--- config.mk ---
export PLATFORM = sky130hd
export DESIGN_NAME = rst_seq_ctrl
export DESIGN_NICKNAME = d
export VERILOG_FILES = /design/src/rtl/rst_seq_ctrl.sv
export SDC_FILE = /design/constraint.sdc
export NUM_CORES = 1
export LEC_CHECK = 0
export ABC_CLOCK_PERIOD_IN_PS = 3400
export CAP_MARGIN = 20
export CORE_UTILIZATION = 40
export CTS_BUF_LIST = sky130_fd_sc_hd__clkbuf_8
export DETAILED_ROUTE_END_ITERATION = 10
export HOLD_SLACK_MARGIN = 0.06
export SLEW_MARGIN = 20
export SYNTH_ARGS = -nofsm -noshare
export SYNTH_HDL_FRONTEND = slang
export SYNTH_SLANG_ARGS = --single-unit
--- constraint.sdc ---
create_clock -name Clk -period 3.4 [get_ports Clk]
set_input_delay 0.68 -clock Clk [delete_from_list [all_inputs] [get_ports Clk]]
set_output_delay 0.68 -clock Clk [all_outputs]
set_load 0.01 [all_outputs]
--- src/rtl/rst_seq_ctrl.sv ---
// Staged reset sequencer: synchronized release of AXI reset, then UART reset.
// Optional RST_SEQ_CNT_EN adds a saturating completed-sequence counter.
module rst_seq_ctrl #(
    parameter int unsigned SYNC_STAGES = 2,
    parameter int unsigned HOLD_CYCLES = 16,
    parameter int unsigned STAGE_GAP   = 4
) (
    input  logic       Clk,
    input  logic       Rst,
    input  logic       Soft_Rst_Req,
`ifdef RST_SEQ_CNT_EN
    input  logic       Rst_Count_Clr,
    output logic [7:0] Rst_Count,
`endif
    output logic       Axi_Rst_n,
    output logic       Uart_Rst_n,
    output logic       Rst_Done,
    output logic       Rst_Busy
);

    localparam logic [7:0] HOLD_LAST = 8'(HOLD_CYCLES - 1);
    localparam logic [7:0] GAP_LAST  = 8'(STAGE_GAP - 1);

    typedef enum logic [1:0] {
        HOLD = 2'd0,
        GAP  = 2'd1,
        DONE = 2'd2
    } state_t;

    logic [SYNC_STAGES-1:0] sync_q;
    logic                   rst_int;

    state_t     state_q, state_d;
    logic [7:0] cnt_q, cnt_d;
    logic       axi_q, axi_d;
    logic       uart_q, uart_d;
    logic       done_q, done_d;
    logic       busy_q, busy_d;

    always_ff @(posedge Clk or posedge Rst) begin
        if (Rst) begin
            sync_q <= '0;
        end else begin
            sync_q <= {sync_q[SYNC_STAGES-2:0], 1'b1};
        end
    end

    assign rst_int = ~sync_q[SYNC_STAGES-1];

    always_ff @(posedge Clk or posedge Rst) begin
        if (Rst) begin
            state_q <= HOLD;
            cnt_q   <= '0;
            axi_q   <= 1'b0;
            uart_q  <= 1'b0;
            done_q  <= 1'b0;
            busy_q  <= 1'b1;
        end else begin
            state_q <= state_d;
            cnt_q   <= cnt_d;
            axi_q   <= axi_d;
            uart_q  <= uart_d;
            done_q  <= done_d;
            busy_q  <= busy_d;
        end
    end

    always_comb begin
        state_d = state_q;
        cnt_d   = cnt_q;
        axi_d   = axi_q;
        uart_d  = uart_q;
        done_d  = done_q;
        busy_d  = busy_q;
        // FSM is frozen in its reset state until the synchronized release
        if (rst_int) begin
            state_d = HOLD;
            cnt_d   = '0;
            axi_d   = 1'b0;
            uart_d  = 1'b0;
            done_d  = 1'b0;
            busy_d  = 1'b1;
        end else begin
            unique case (state_q)
                HOLD: begin
                    if (cnt_q == HOLD_LAST) begin
                        state_d = GAP;
                        cnt_d   = '0;
                        axi_d   = 1'b1;
                    end else begin
                        cnt_d = cnt_q + 8'd1;
                    end
                end
                GAP: begin
                    if (cnt_q == GAP_LAST) begin
                        state_d = DONE;
                        cnt_d   = '0;
                        uart_d  = 1'b1;
                        done_d  = 1'b1;
                        busy_d  = 1'b0;
                    end else begin
                        cnt_d = cnt_q + 8'd1;
                    end
                end
                DONE: begin
                    if (Soft_Rst_Req) begin
                        state_d = HOLD;
                        cnt_d   = '0;
                        axi_d   = 1'b0;
                        uart_d  = 1'b0;
                        done_d  = 1'b0;
                        busy_d  = 1'b1;
                    end
                end
                default: begin
                    state_d = HOLD;
                    cnt_d   = '0;
                    axi_d   = 1'b0;
                    uart_d  = 1'b0;
                    done_d  = 1'b0;
                    busy_d  = 1'b1;
                end
            endcase
        end
    end

    assign Axi_Rst_n  = axi_q;
    assign Uart_Rst_n = uart_q;
    assign Rst_Done   = done_q;
    assign Rst_Busy   = busy_q;

`ifdef RST_SEQ_CNT_EN
    logic [7:0] seq_cnt_q, seq_cnt_d;
    logic       done_entry;

    assign done_entry = (state_q == GAP) && (state_d == DONE);

    always_comb begin
        seq_cnt_d = seq_cnt_q;
        if (Rst_Count_Clr) begin
            seq_cnt_d = '0;
        end else if (done_entry && (seq_cnt_q != 8'hFF)) begin
            seq_cnt_d = seq_cnt_q + 8'd1;
        end
    end

    always_ff @(posedge Clk or posedge Rst) begin
        if (Rst) begin
            seq_cnt_q <= '0;
        end else begin
            seq_cnt_q <= seq_cnt_d;
        end
    end

    assign Rst_Count = seq_cnt_q;
`endif

endmodule

Yosys cells after proc, flatten, opt, wreduce, memory -nomap -nowiden --
Index checks and enable logic that the tools add are counted.
Storage, ports and cells: register bits after elaboration 15, word-level logic and storage cells 41
Cells by class: mux-type cells 21, add/sub/neg operators 1, reduce and logical (&&, ||, !) cells 4, equality and inequality tests 9
Operators by type and width (count):
- 8-bit 2-to-1 mux | 4
- 8-bit one-hot mux with 3 select lines | 1
- 3-bit != test, second input constant | 3
- 1-bit one-hot mux with 3 select lines | 3
- 3-bit AND reduction | 3
- 8-bit by 1-bit adder with 8-bit output, second input constant | 1
- 8-bit by 2-bit equality test with 1-bit output, second input constant | 1
- 8-bit by 4-bit equality test with 1-bit output, second input constant | 1
- 1-bit 2-to-1 mux | 8
- 2-bit 2-to-1 mux | 4
- 2-bit one-hot mux with 3 select lines | 1
- 2-bit != test, second input constant | 2
- 2-bit by 1-bit equality test with 1-bit output, second input constant | 1
- 2-bit equality test, second input constant | 1
- 2-bit logical NOT | 1

Longest topological paths before layout --
depth in word-level cells 4, gate-level depth with buffers 5, mapped depth without buffers 5

Worst setup path before layout --
OpenSTA, ideal clock, no wires.
kind input to register, start point input Soft_Rst_Req, end point register cnt_q[4], cell stages on the path 5, setup time 0.122 ns, arrival time 1.313 ns, slack 1.965 ns, path buffers 1, cell sequence and4bb_1 > buf_2 > nor3_1 > a21oi_1 > o21ai_1
Between the ends: longest elaborated chain between the ends 1
RTL lines:
- from (decl) | RTL line 10 | input logic Soft_Rst_Req,
- 3-bit != test (no line)
- to (signal assigned) | RTL line 60 | cnt_q <= cnt_d;
- to (decl) | RTL line 34 | logic [7:0] cnt_q, cnt_d;
Every way passes these cells. A chain may end at the register's enable or synchronous reset.

Final worst setup path --
start point register busy_q (netlist: Rst_Busy), end point output Rst_Busy
RTL lines:
- from (decl) | RTL line 38 | logic busy_q, busy_d;
- from (signal assigned) | RTL line 64 | busy_q <= busy_d;
- to (decl) | RTL line 18 | output logic Rst_Busy
No word-level cell between the ends.

==> results_dict.tcl <==
set metrics [dict create \
    cts-root-buf "clkbuf_8" \
    initial_core_util 0.444 \
    path_cells "clkdlybuf4s50_1" \
    slowest_delay_ns 0.53 \
    criticalPathCategory "reg -> out" \
    skew_ns 0.000864 \
    dp_hpwl_um 987 \
    cp_num_cells 1 \
    n_antenna_cell 0 \
    synthTopCellsByArea "dfrtp_1, nand3_1, dfstp_2" \
    rrSetupSlack_ns 1.82 \
    grt_setup_unrepaired "no" \
    start_kind "register" \
    maxSlewHeadroom 0.613 \
    cts_max_path_buffers 2 \
    setup_viol 0 \
    final_nets 87 \
    cts_tree "built" \
    vias 547 \
    yosys_warnings 0 \
    ir_worst_vdd_mv 0.186 \
    ys_ff_latch 15 \
    p_per_area_mw_per_mm2 385 \
    holdWs_ns 0.349 \
    cts_made_buffers 3 \
    ff2ff_path_depth 5 \
    syn-num-nets 80 \
    worst_slew_pin_slew_ns 0.579 \
    fmax_mhz 506 \
    die-area_mm2 0.00216 \
    grt_max_degree 16 \
    cts.sinks 15 \
    ctsResizeCount 0 \
    ys_types 36 \
    rows 15 \
    critPathBufInv 1 \
    cp_slowest_cell "dfstp_2" \
    end_kind "output pin" \
    final_util 0.508 \
    wl_per_cell_um 12.8 \
    synth_top_area_frac 0.443 \
    dr.pass1.iters 4 \
    hold_depth 0 \
    postSynthAreaPerCell_um2 10.5 \
    first_global_vias 487 \
    path_clk_slew_ns 0.06 \
    slew_violations 0 \
    min_period_ns 1.98 \
    syn_to_final_growth_pct 14.6 \
    cp_data_required_time_ns 2.72 \
    worst_ep_arrival_time_ns 1.30 \
    p_leak_nw 0.391 \
    status "finished, final reports clean" \
    hold_violations 0 \
    grt_antenna_before_repair 0 \
    grt_pass1_wl_um 2220 \
    viasPerCell 5.16 \
    postCtsHoldBufs 0 \
    setup-tns-final_ns 0 \
    num_io_pins 7 \
    syn_area_um2 791 \
    crit_path_max_fanout 2 \
    insertion_delay_ns 0.24 \
    postCtsSetupBuffers 0 \
    yosysTopAreaCell "dfrtp_1" \
    hold_class "reg -> reg" \
    drtAntennaViolNets 0 \
    total_power_mw 0.349 \
    ys_seq_area_frac 0.476 \
    final.period_utilization 0.582 \
    cp_top_family "flip-flops" \
    port_buffers 6 \
    drt_iter0_drc 11 \
    die_h_um 46.5 \
    synthCells 75 \
    die_w_um 46.5 \
    drive_gt1_frac 0.148 \
    gp_congestion 0.701 \
    drv_cap 0 \
    wirelength_um 1360 \
    grt_use_total 0.157 \
    htreeDepth 1 \
    core_mm2 0.00178 \
    drc 0 \
    overflow 0 \
]
## cell usage in the layout (no fill, tap or decap), drive strengths merged, types with 2 or more instances in the layout
| cell type | netlist | final |
|---|---|---|
| inv | 5 | 6 |
| o21ai | 5 | 5 |
| nor2 | 5 | 5 |
| xor2 | 3 | 3 |
| dfrtp | 14 | 14 |
| a31oi | 2 | 2 |
| nand2 | 5 | 5 |
| nand3 | 6 | 6 |
| clkbuf | 1 | 3 |
| o211ai | 2 | 2 |
| ha | 2 | 2 |
| clkdlybuf4s50 | 0 | 6 |
| a21oi | 3 | 3 |
## through the flow
stage,instances,cell area [um^2],worst slack (ns)
floorplan,75,791,1.97
global placement,102,861,1.46
detailed placement,102,861,1.41
CTS,106,906,1.41
global route,106,906,1.39
finish,106,906,1.42
## cell type report
type                            instances  area, um^2
Fill cell                             164         877
Sequential cell                        15         377
Multi-Input combinational cell         51         374
Timing Repair Buffer                    6        60.1
Clock buffer                            3        41.3
Tap cell                               25        31.3
Inverter                                5        18.8
Clock inverter                          1        3.75
## state kept, by name, summed over array words and instances (netlist names)
name       count
Axi_Rst_n      1
Rst_Busy       1
Rst_Done       1
cnt_q          8
state_q        2
sync_q         2
## power breakdown
part | switching (mW) | internal (mW) | total [mW]
sequential | 0.00447 | 0.183 | 0.187
clock | 0.0610 | 0.0799 | 0.141
combinational | 0.0119 | 0.00881 | 0.0207
total | 0.0773 | 0.271 | 0.349
## kinds of logic (layout without fill, tap and decap cells)
logic type               Yosys count  after routing  synth area share
AO/OA/AOI/OAI                     16             16             0.160
XOR/XNOR                           4              4            0.0443
adder cells (fa/ha/maj)            2              2            0.0316
buffers and inverters              9             15            0.0506
flip-flops                        15             15             0.476
other                              1              1           0.00474
AND/OR/NAND/NOR                   28             28             0.233
## cell usage after synthesis
| cell type | instances |
|---|---|
| buf_2 | 2 |
| nand4bb_1 | 1 |
| and2_1 | 1 |
| dfrtp_1 | 14 |
| a21oi_2 | 1 |
| nor2_1 | 5 |
| ha_1 | 2 |
| buf_4 | 1 |
| o21ai_1 | 2 |
| o41ai_2 | 1 |
| a32o_2 | 1 |
| and3_2 | 1 |
| o211ai_1 | 1 |
| nor2b_1 | 1 |
| a21oi_1 | 2 |
| and4bb_1 | 1 |
| o21ai_0 | 3 |
| xnor2_1 | 1 |
| dfstp_2 | 1 |
| nor3_1 | 1 |
| nor4b_4 | 1 |
| and4_2 | 1 |
| nand2b_1 | 1 |
| xor2_1 | 3 |
| clkbuf_1 | 1 |
| a31oi_1 | 2 |
| a21o_1 | 1 |
| conb_1 | 1 |
| nor3b_2 | 1 |
| nand4_1 | 1 |
| nand2_1 | 5 |
| o22ai_1 | 1 |
| nand3_1 | 6 |
| o211ai_4 | 1 |
| inv_1 | 5 |
| and3b_1 | 1 |
## worst paths after layout
check / to / startpoint
min: sync_q[1]$_DFF_PP0_ / sync_q[0]$_DFF_PP0_
max in group asynchronous: cnt_q[6]$_DFFE_PP0P_ / Rst
min reg2reg: sync_q[1]$_DFF_PP0_ / sync_q[0]$_DFF_PP0_
min in group asynchronous: cnt_q[1]$_DFFE_PP0P_ / Rst
max: Rst_Busy / Rst_Busy$_DFFE_PP1P_
max reg2reg: cnt_q[6]$_DFFE_PP0P_ / cnt_q[0]$_DFFE_PP0P_
## per-layer routing
metal	global-route usage	share of wire	up-vias
li1	-	-	274
met1	0.219	0.51	259
met2	0.214	0.42	10
met3	0.0353	0.040	4
met4	0.106	0.028	0
met5	0	0	-
No activity file was read; power rests on OpenSTA's default activity.
